File: src/rtl/v_hier_qvec_monitor.sv
// ---------------------------------------------------------------------------
// v_hier_qvec_monitor
//
// Purpose:
//   Watches the qvec bus coming out of the v_hier_sub stage and logs every
//   change of its value. Each change becomes a record {old, new, timestamp}.
//   Records are held in a small show-ahead FIFO and drained through a
//   valid/ready handshake. Changes that arrive while the FIFO is full are
//   dropped, and a saturating counter keeps track of them.
//
// Ports:
//   clk        in   1               sole clock, rising edge
//   reset      in   1               asynchronous, active-high, clears all state
//   qvec       in   WIDTH           monitored bus, synchronous to clk
//   rec_valid  out  1               head record available (level != 0)
//   rec_ready  in   1               consumer accepts the head record
//   rec_old    out  WIDTH           value before the change
//   rec_new    out  WIDTH           value after the change
//   rec_ts     out  TS_W            timestamp of the detection cycle
//   level      out  clog2(DEPTH)+1  FIFO occupancy
//   ovf_cnt    out  CNT_W           dropped-record count, saturating
//
// Notes:
//   - Every output is taken directly from registers. qvec reaches only the
//     sampling flops, and rec_ready only affects next-state logic, so
//     rec_valid cannot combinationally depend on rec_ready.
//   - The FIFO storage is cleared by reset so that rec_old/rec_new/rec_ts
//     read as zero while the FIFO is empty after reset.
// ---------------------------------------------------------------------------
module v_hier_qvec_monitor #(
    parameter int WIDTH = 3,
    parameter int DEPTH = 4,
    parameter int TS_W  = 8,
    parameter int CNT_W = 8
) (
    input  logic                     clk,
    input  logic                     reset,
    input  logic [WIDTH-1:0]         qvec,
    output logic                     rec_valid,
    input  logic                     rec_ready,
    output logic [WIDTH-1:0]         rec_old,
    output logic [WIDTH-1:0]         rec_new,
    output logic [TS_W-1:0]          rec_ts,
    output logic [$clog2(DEPTH):0]   level,
    output logic [CNT_W-1:0]         ovf_cnt
);

    localparam int PTR_W = $clog2(DEPTH);
    localparam int LVL_W = PTR_W + 1;

    localparam logic [LVL_W-1:0] LVL_ZERO = {LVL_W{1'b0}};
    localparam logic [LVL_W-1:0] LVL_ONE  = {{(LVL_W-1){1'b0}}, 1'b1};
    localparam logic [LVL_W-1:0] LVL_FULL = LVL_W'(DEPTH);
    localparam logic [PTR_W-1:0] PTR_ONE  = {{(PTR_W-1){1'b0}}, 1'b1};
    localparam logic [TS_W-1:0]  TS_ONE   = {{(TS_W-1){1'b0}}, 1'b1};
    localparam logic [CNT_W-1:0] CNT_ONE  = {{(CNT_W-1){1'b0}}, 1'b1};
    localparam logic [CNT_W-1:0] CNT_MAX  = {CNT_W{1'b1}};

    // -----------------------------------------------------------------------
    // Registers
    // -----------------------------------------------------------------------
    logic [WIDTH-1:0] r_s1;
    logic             r_s1_ok;
    logic [WIDTH-1:0] r_s2;
    logic             r_s2_ok;
    logic [TS_W-1:0]  r_ts;

    logic [WIDTH-1:0] r_mem_old [DEPTH];
    logic [WIDTH-1:0] r_mem_new [DEPTH];
    logic [TS_W-1:0]  r_mem_ts  [DEPTH];

    logic [PTR_W-1:0] r_wr_ptr;
    logic [PTR_W-1:0] r_rd_ptr;
    logic [LVL_W-1:0] r_level;
    logic [CNT_W-1:0] r_ovf_cnt;

    // -----------------------------------------------------------------------
    // Wires
    // -----------------------------------------------------------------------
    logic             w_evt;
    logic             w_full;
    logic             w_valid;
    logic             w_pop;
    logic             w_push;
    logic             w_drop;
    logic [LVL_W-1:0] w_level_nxt;
    logic [CNT_W-1:0] w_ovf_nxt;

    // Two-stage sampler with "ok" flags so the first two edges after reset
    // can never look like a change (the flops start at zero, qvec may not).
    always_ff @(posedge clk or posedge reset) begin
        if (reset) begin
            r_s1    <= {WIDTH{1'b0}};
            r_s1_ok <= 1'b0;
            r_s2    <= {WIDTH{1'b0}};
            r_s2_ok <= 1'b0;
        end else begin
            r_s1    <= qvec;
            r_s1_ok <= 1'b1;
            r_s2    <= r_s1;
            r_s2_ok <= r_s1_ok;
        end
    end

    // Free-running timestamp, wraps naturally at 2^TS_W.
    always_ff @(posedge clk or posedge reset) begin
        if (reset) begin
            r_ts <= {TS_W{1'b0}};
        end else begin
            r_ts <= r_ts + TS_ONE;
        end
    end

    // Change detection and FIFO control. A push into a full FIFO is still
    // accepted when the head leaves in the same cycle.
    always_comb begin
        w_evt   = r_s1_ok & r_s2_ok & (r_s1 != r_s2);
        w_full  = (r_level == LVL_FULL);
        w_valid = (r_level != LVL_ZERO);
        w_pop   = w_valid & rec_ready;
        w_push  = w_evt & (~w_full | w_pop);
        w_drop  = w_evt & w_full & ~w_pop;
    end

    // Next occupancy: level + push - pop.
    always_comb begin
        w_level_nxt = r_level;
        case ({w_push, w_pop})
            2'b10:   w_level_nxt = r_level + LVL_ONE;
            2'b01:   w_level_nxt = r_level - LVL_ONE;
            default: w_level_nxt = r_level;
        endcase
    end

    // Next overflow count: saturates instead of wrapping.
    always_comb begin
        w_ovf_nxt = r_ovf_cnt;
        if (w_drop && (r_ovf_cnt != CNT_MAX)) begin
            w_ovf_nxt = r_ovf_cnt + CNT_ONE;
        end else begin
            w_ovf_nxt = r_ovf_cnt;
        end
    end

    // FIFO storage: the record written is the one seen during the detection
    // cycle, i.e. {s2, s1, current ts}.
    always_ff @(posedge clk or posedge reset) begin
        if (reset) begin
            for (int i = 0; i < DEPTH; i++) begin
                r_mem_old[i] <= {WIDTH{1'b0}};
                r_mem_new[i] <= {WIDTH{1'b0}};
                r_mem_ts[i]  <= {TS_W{1'b0}};
            end
        end else begin
            if (w_push) begin
                r_mem_old[r_wr_ptr] <= r_s2;
                r_mem_new[r_wr_ptr] <= r_s1;
                r_mem_ts[r_wr_ptr]  <= r_ts;
            end
        end
    end

    // Pointers (modulo DEPTH via natural wrap, DEPTH is a power of 2),
    // occupancy and overflow counter.
    always_ff @(posedge clk or posedge reset) begin
        if (reset) begin
            r_wr_ptr  <= {PTR_W{1'b0}};
            r_rd_ptr  <= {PTR_W{1'b0}};
            r_level   <= LVL_ZERO;
            r_ovf_cnt <= {CNT_W{1'b0}};
        end else begin
            if (w_push) begin
                r_wr_ptr <= r_wr_ptr + PTR_ONE;
            end
            if (w_pop) begin
                r_rd_ptr <= r_rd_ptr + PTR_ONE;
            end
            r_level   <= w_level_nxt;
            r_ovf_cnt <= w_ovf_nxt;
        end
    end

    // Show-ahead outputs: the head entry is always visible. After the last
    // pop these hold stale contents, which is harmless since rec_valid is 0.
    always_comb begin
        rec_valid = w_valid;
        rec_old   = r_mem_old[r_rd_ptr];
        rec_new   = r_mem_new[r_rd_ptr];
        rec_ts    = r_mem_ts[r_rd_ptr];
        level     = r_level;
        ovf_cnt   = r_ovf_cnt;
    end

endmodule

File: config.mk
export PLATFORM = sky130hd
export DESIGN_NAME = v_hier_qvec_monitor
export DESIGN_NICKNAME = d
export VERILOG_FILES = /design/src/rtl/v_hier_qvec_monitor.sv
export SDC_FILE = /design/constraint.sdc
export NUM_CORES = 1
export LEC_CHECK = 0
export CORE_AREA = 2 2 112 114
export DETAILED_ROUTE_END_ITERATION = 8
export DIE_AREA = 0 0 114 116
export MAX_ROUTING_LAYER = met4
export PLACE_DENSITY_LB_ADDON = 0.15
export SLEW_MARGIN = 20
export SYNTH_ARGS = -nofsm -noshare
export SYNTH_HDL_FRONTEND = slang
export SYNTH_SLANG_ARGS = --single-unit
File: constraint.sdc
create_clock -name clk -period 4.5 [get_ports clk]
set_clock_uncertainty 0.2 [all_clocks]
set_input_delay 0.45 -clock clk [delete_from_list [all_inputs] [get_ports clk]]
set_output_delay 0.45 -clock clk [all_outputs]
set_load 0.05 [all_outputs]
==> flow_summary.yaml, run 1 <==
status:
  outcome: "finished, final reports clean"
yosys:
  synthesis.nets: 258
  syn_area_um2: 3780
  ys_seq_elements: 87
  seq_area_frac_synth: 0.575
  ys_warn_count: 0
  syn_area_per_cell_um2: 15.5
  synth_edf_count: 0
  synth_ff_type: "dfrtp_1"
  syn_inst: 244
  synth_cell_types: 31
  synth_area_leaders: "dfrtp_1 (58%), mux2_2 (17%), mux4_2 (8.3%)"
  synth_top_area_frac: 0.575
  yosysTopAreaCell: "dfrtp_1"
  async_reset_ff_frac: 1.00
worst_setup_path:
  cp-end-kind: "output port"
  r2r-end: "r_mem_ts[29]"
  cp-start-kind: "flop"
  r2r_slack_ps: 1790
  rr_worst_depth: 4
  critical_path_required_ps: 3850
  arrival_ps: 2630
  criticalPathCategory: "reg -> out"
  r2r_start: "r_s1[1]"
  cp_max_fo: 15
clock_tree:
  numClockSinks: 87
  post_cts_buffers: 0
  cts-resized-gates: 0
  clk_path_buf_depth: 2
  ctsHoldBuffers: 0
  cts.htree.levels: 3
  clock_latency_ps: 330
  numCtsBuffers: 9
  clk_pin_slew_ps: 60
  cts-root-buf: "clkbuf_16"
  cts_tree: "done"
place:
  io_buffer_count: 31
  pre_cts_ws_ps: 1390
  dpl.hpwl_mm: 4.52
  gp_congestion: 0.674
  postPlaceCellArea_um2: 4250
drt:
  wl_met3_um: 210
  wl_met1_mm: 3.52
  finalWirelength_mm: 7.22
  ant_nets: 0
  num_vias: 2029
  remaining_drc_errors: 0
  wl_per_cell_um: 16.9
  top_layer: "met4"
  via_per_inst: 4.74
  dr.pass1.iters: 4
  drt_iter0_markers: 67
  wl_met2_mm: 3.32
timing:
  fin_ws_ps: 1220
  worst_hold_slack_ps: 178
  finalMaxSlewViolations: 0
  final-setup-viol-count: 0
  hold_viol: 0
  rsz0062_at_grt: "false"
  finalCritPeriodShare: 0.730
  relSlewSlack: 0.349
  timing.fmax_mhz: 305
  period_minus_slack_ps: 3280
  tns_ps: 0
  worstMarginPinSlew_ps: 974
finish:
  fin_nets: 292
  ff_latch_area_um2: 2180
  antenna_cells: 0
  multi_input_area_um2: 1540
  syn_to_final_growth_pct: 19.3
  drive_above_1_share: 0.320
  post-route-cell-area_um2: 4510
  fill_cells: 1160
floorplanning:
  dieArea_um2: 13200
  std_cell_rows: 40
  die_h_um: 116
  ios: 32
  start_util: 0.318
  die_w_um: 114
  coreArea_um2: 11900
worst_hold_path:
  min_path_type: "reg -> reg"
  hold_depth: 0
  whs_endpoint: "r_s2_ok"
  hp-start: "r_s1_ok"
global_route:
  antenna_found_initial: 0
  grtUsageTotal: 0.128
  grt_max_degree: 55
  overflow: 0
  grt_pass1_vias: 2233
  grt_pass1_wl_mm: 12.2
power:
  powerDensity_nw_per_um2: 737
  leakagePower_nw: 1.93
  irDropWorstVdd_v: 0.000337
run:
  cap_violations: 0
[power by group]
| part | switching [W] | leakage (nW) | internal (W) | total [W] |
|---|---|---|---|---|
| logic | 0.000759 | 0.729 | 0.000647 | 0.00141 |
| clock network | 0.000275 | 0.132 | 0.000397 | 0.000672 |
| registers | 0.000206 | 1.07 | 0.00104 | 0.00125 |
[how the worst max path moves through the flow]
stage	from	endpoint	slack, ps	cells after the start
2_1_floorplan	reset	level[0]	1600	1
3_3_place_gp	rec_ready	r_mem_new[11]	1440	4
3_5_place_dp	rec_ready	r_mem_ts[29]	1390	4
4_1_cts	r_rd_ptr[1]	rec_ts[2]	1140	2
5_1_grt	r_rd_ptr[1]	rec_ts[5]	1080	2
6_report	r_rd_ptr[1]	rec_ts[5]	1220	2
[cells by family after synthesis]
family,synth area share
fa+ha+maj,0.0284
other cells,0.000991
flops,0.575
xor+xnor,0.0509
simple gates,0.0486
buf+inv,0.0188
mux,0.259
compound gates,0.0182
[cells in the final DEF, fill, tap and decap left out]
cell type and count:
or3_1 1, xor2_1 8, nor3_1 1, clkinv_2 2
clkbuf_1 2, nor3b_2 2, ha_1 7, or4b_1 1
mux4_2 14, nand2_1 7, inv_1 6, conb_1 1
dfrtp_1 87, nand3_1 7, and3_1 2, mux2_2 57
and4_1 1, a21boi_4 1, a311oi_4 1, mux2_1 1
fa_1 1, o311ai_0 2, and2_1 2, nand4b_1 1
clkbuf_16 9, mux2i_1 1, a31oi_1 1, nor2_1 2
nand4_1 3, clkbuf_8 2, nand3b_1 1, clkdlybuf4s50_1 31
buf_4 2, xnor2_1 14
[area by class of cell]
class                   count  area share
multi-input cells         140       0.340
clock buffers              13      0.0576
well taps                 147      0.0407
inverters                   7     0.00610
flip-flops and latches     87       0.482
clock inverters             1     0.00111
repair buffers             33      0.0721
[Yosys cell counts (2+ instances only)]
master	n
dfrtp_1	87
mux2_2	57
mux4_2	14
xnor2_1	14
xor2_1	8
ha_1	7
inv_1	7
nand2_1	7
nand3_1	7
buf_2	6
clkbuf_1	3
nand4_1	3
and2_1	2
and3_1	2
nor2_1	2
nor3b_2	2
o311ai_0	2
[metrics by stage]
stage	cells	power, W	util
final	428	0.00333	0.379
after global placement	414	0.00268	0.357
after global routing	428	0.00353	0.379
after CTS	428	0.00339	0.379
after detailed placement	414	0.00270	0.357
after floorplan	244	0.00227	-
[routing by layer]
metal  GRT usage  up-vias
met3      0.0298       10
li1            -      943
met2       0.187       31
met4      0.0585        0
met5           -        -
met1       0.169     1045
[worst max-delay path, cell delays in order, from the launching register on]
cell,delay [ps]
dfrtp_1,950
mux4_2,620
clkdlybuf4s50_1,720
[flip-flops by register name (all words and copies together), names as in the netlist, 2 cells and up]
register   cells
level          3
ovf_cnt        8
r_mem_new     12
r_mem_old     12
r_mem_ts      32
r_rd_ptr       2
r_s1           3
r_s2           3
r_ts           8
r_wr_ptr       2
Power figures use the tool's default switching activity.
==> inputs of run 2 (changes only) <==
==> constraint.sdc (replaced) <==
create_clock -name clk -period 3.2 [get_ports clk]
set_clock_uncertainty 0.2 [all_clocks]
set_input_delay 0.32 -clock clk [delete_from_list [all_inputs] [get_ports clk]]
set_output_delay 0.32 -clock clk [all_outputs]
set_load 0.05 [all_outputs]
==> run 2 against run 1 <==
  * Count of clock-buffer cells in the layout did not move
  * Final area rose by 4.1%
  * Die area did not move
  * Total power rose by 50%
  * Global-route usage rose by 0.14 points
  * Setup slack got worse by 910 ps
  * Final cell count rose by 2.3%
  * First-iteration DRC count fell by 13%
==> flow_summary.yaml, run 2 (synthesis results as in run 1) <==
drt:
  remaining_drc_errors: 0
  drt_iter0_markers: 58
  dr.pass1.iters: 4
  finalWirelength_mm: 7.16
  ant_nets: 0
  via_per_inst: 4.76
  num_vias: 2087
  wl_per_cell_um: 16.3
power:
  leakagePower_nw: 2.02
  powerDensity_nw_per_um2: 1060
  power_w: 0.00499
  irDropWorstVdd_v: 0.000584
worst_setup_path:
  crit_chain: "buf_12 -> mux4_2 -> clkdlybuf4s50_1"
  slowest_delay_ps: 730
  cp-end-kind: "output port"
  criticalPathCategory: "reg -> out"
  cp-start-kind: "flop"
  cp_max_fo: 12
  critPathSlowestCell: "clkdlybuf4s50_1"
  arrival_ps: 2380
  critical_path_required_ps: 2680
timing:
  relSlewSlack: 0.589
  period_minus_slack_ps: 2900
  worstMarginPinSlew_ps: 616
  finalCritPeriodShare: 0.905
  hold_viol: 0
  timing.fmax_mhz: 345
  finalMaxSlewViolations: 0
  final-setup-viol-count: 0
  tns_ps: 0
  rsz0062_at_grt: "false"
clock_tree:
  cts-resized-gates: 0
  clk_path_buf_depth: 2
  numClockSinks: 87
  cts.htree.levels: 3
  clk_pin_slew_ps: 60
  cts-root-buf: "clkbuf_16"
  numCtsBuffers: 9
  cts_tree: "done"
  clock_latency_ps: 340
  post_cts_buffers: 0
  ctsHoldBuffers: 0
status:
  outcome: "finished, final reports clean"
floorplanning:
  start_util: 0.318
  dieArea_um2: 13200
  std_cell_rows: 40
  coreArea_um2: 11900
  die_h_um: 116
  ios: 32
  die_w_um: 114
finish:
  top_regs: "r_mem_ts (32), r_mem_new (12), r_mem_old (12)"
  largest-register: "r_mem_ts"
  mostFrequentLayoutCell: "dfrtp_1"
  drive_above_1_share: 0.340
  antenna_cells: 0
  final_cell_mix: "dfrtp_1 (87), mux2_2 (57), clkdlybuf4s50_1 (31)"
  fin_nets: 300
  largest_register_ffs: 32
  syn_to_final_growth_pct: 24.2
global_route:
  antenna_found_initial: 0
  grt_pass1_vias: 2291
  grt_max_degree: 56
  grtUsageTotal: 0.129
  overflow: 0
  grt_pass1_wl_mm: 12.3
run:
  cap_violations: 0
place:
  dpl.hpwl_mm: 4.75
  io_buffer_count: 31
  gp_congestion: 0.697
worst_hold_path:
  min_path_type: "in -> async"
-- run 2: cell count changes in the layout (fill, tap and decap cells not counted) --
cell	before	now
buf_12	0	4
buf_4	2	6
bufinv_16	0	3
clkbuf_1	2	3
clkbuf_8	2	1
clkinv_2	2	1
-- run 2: through the flow --
| stage | hold slack, ps | setup slack, ps | util | cell area (um^2) | instances |
|---|---|---|---|---|---|
| 2_1_floorplan | 151 | 430 | - | 3780 | 244 |
| 3_3_place_gp | 162 | 352 | 0.366 | 4360 | 422 |
| 3_5_place_dp | 166 | 336 | 0.366 | 4360 | 422 |
| 4_1_cts | 180 | 274 | 0.395 | 4700 | 438 |
| 5_1_grt | 206 | 243 | 0.395 | 4700 | 438 |
| 6_report | 163 | 303 | 0.395 | 4700 | 438 |
-- run 2: area by class of cell --
| class | instances | area [um^2] |
|---|---|---|
| Fill cell | 1107 | 7210 |
| Sequential cell | 87 | 2180 |
| Multi-Input combinational cell | 140 | 1540 |
| Timing Repair Buffer | 41 | 435 |
| Clock buffer | 13 | 250 |
| Tap cell | 147 | 184 |
| Clock inverter | 3 | 90.1 |
| Inverter | 7 | 27.5 |
-- run 2: path summary, 6_finish.rpt --
kind | start | endpoint | slack [ps] | cells past startpoint
min in group clk | r_s1_ok | r_s2_ok | 170 | 0
worst min-delay path | reset | r_mem_ts[31] | 160 | 2
worst max-delay path | r_rd_ptr[0] | rec_new[1] | 300 | 3
worst max register to register | level[0] | level[2] | 580 | 8
max in group asynchronous | reset | r_mem_new[5] | 1960 | 3
worst min register to register | r_s1_ok | r_s2_ok | 170 | 0
-- run 2: metal layers --
metal,vias to the layer above,global-route usage,share of wire
met5,-,-,0
met4,0,0.0691,0.026
met3,13,0.0277,0.029
met2,30,0.185,0.44
met1,1084,0.172,0.50
li1,960,-,-
-- run 2: report_power, final --
part	internal, W	leakage [nW]	total (W)	switching, W
combinational	0.000961	0.786	0.00211	0.00115
clock	0.000785	0.164	0.00119	0.000408
sequential	0.00147	1.07	0.00169	0.000220
total	0.00322	2.02	0.00499	0.00178
-- run 2: worst max-delay path: cells and delay by family (launching register included) --
kind     cells  cell delay, ps
flops        1             530
mux          1             560
buf+inv      2             950
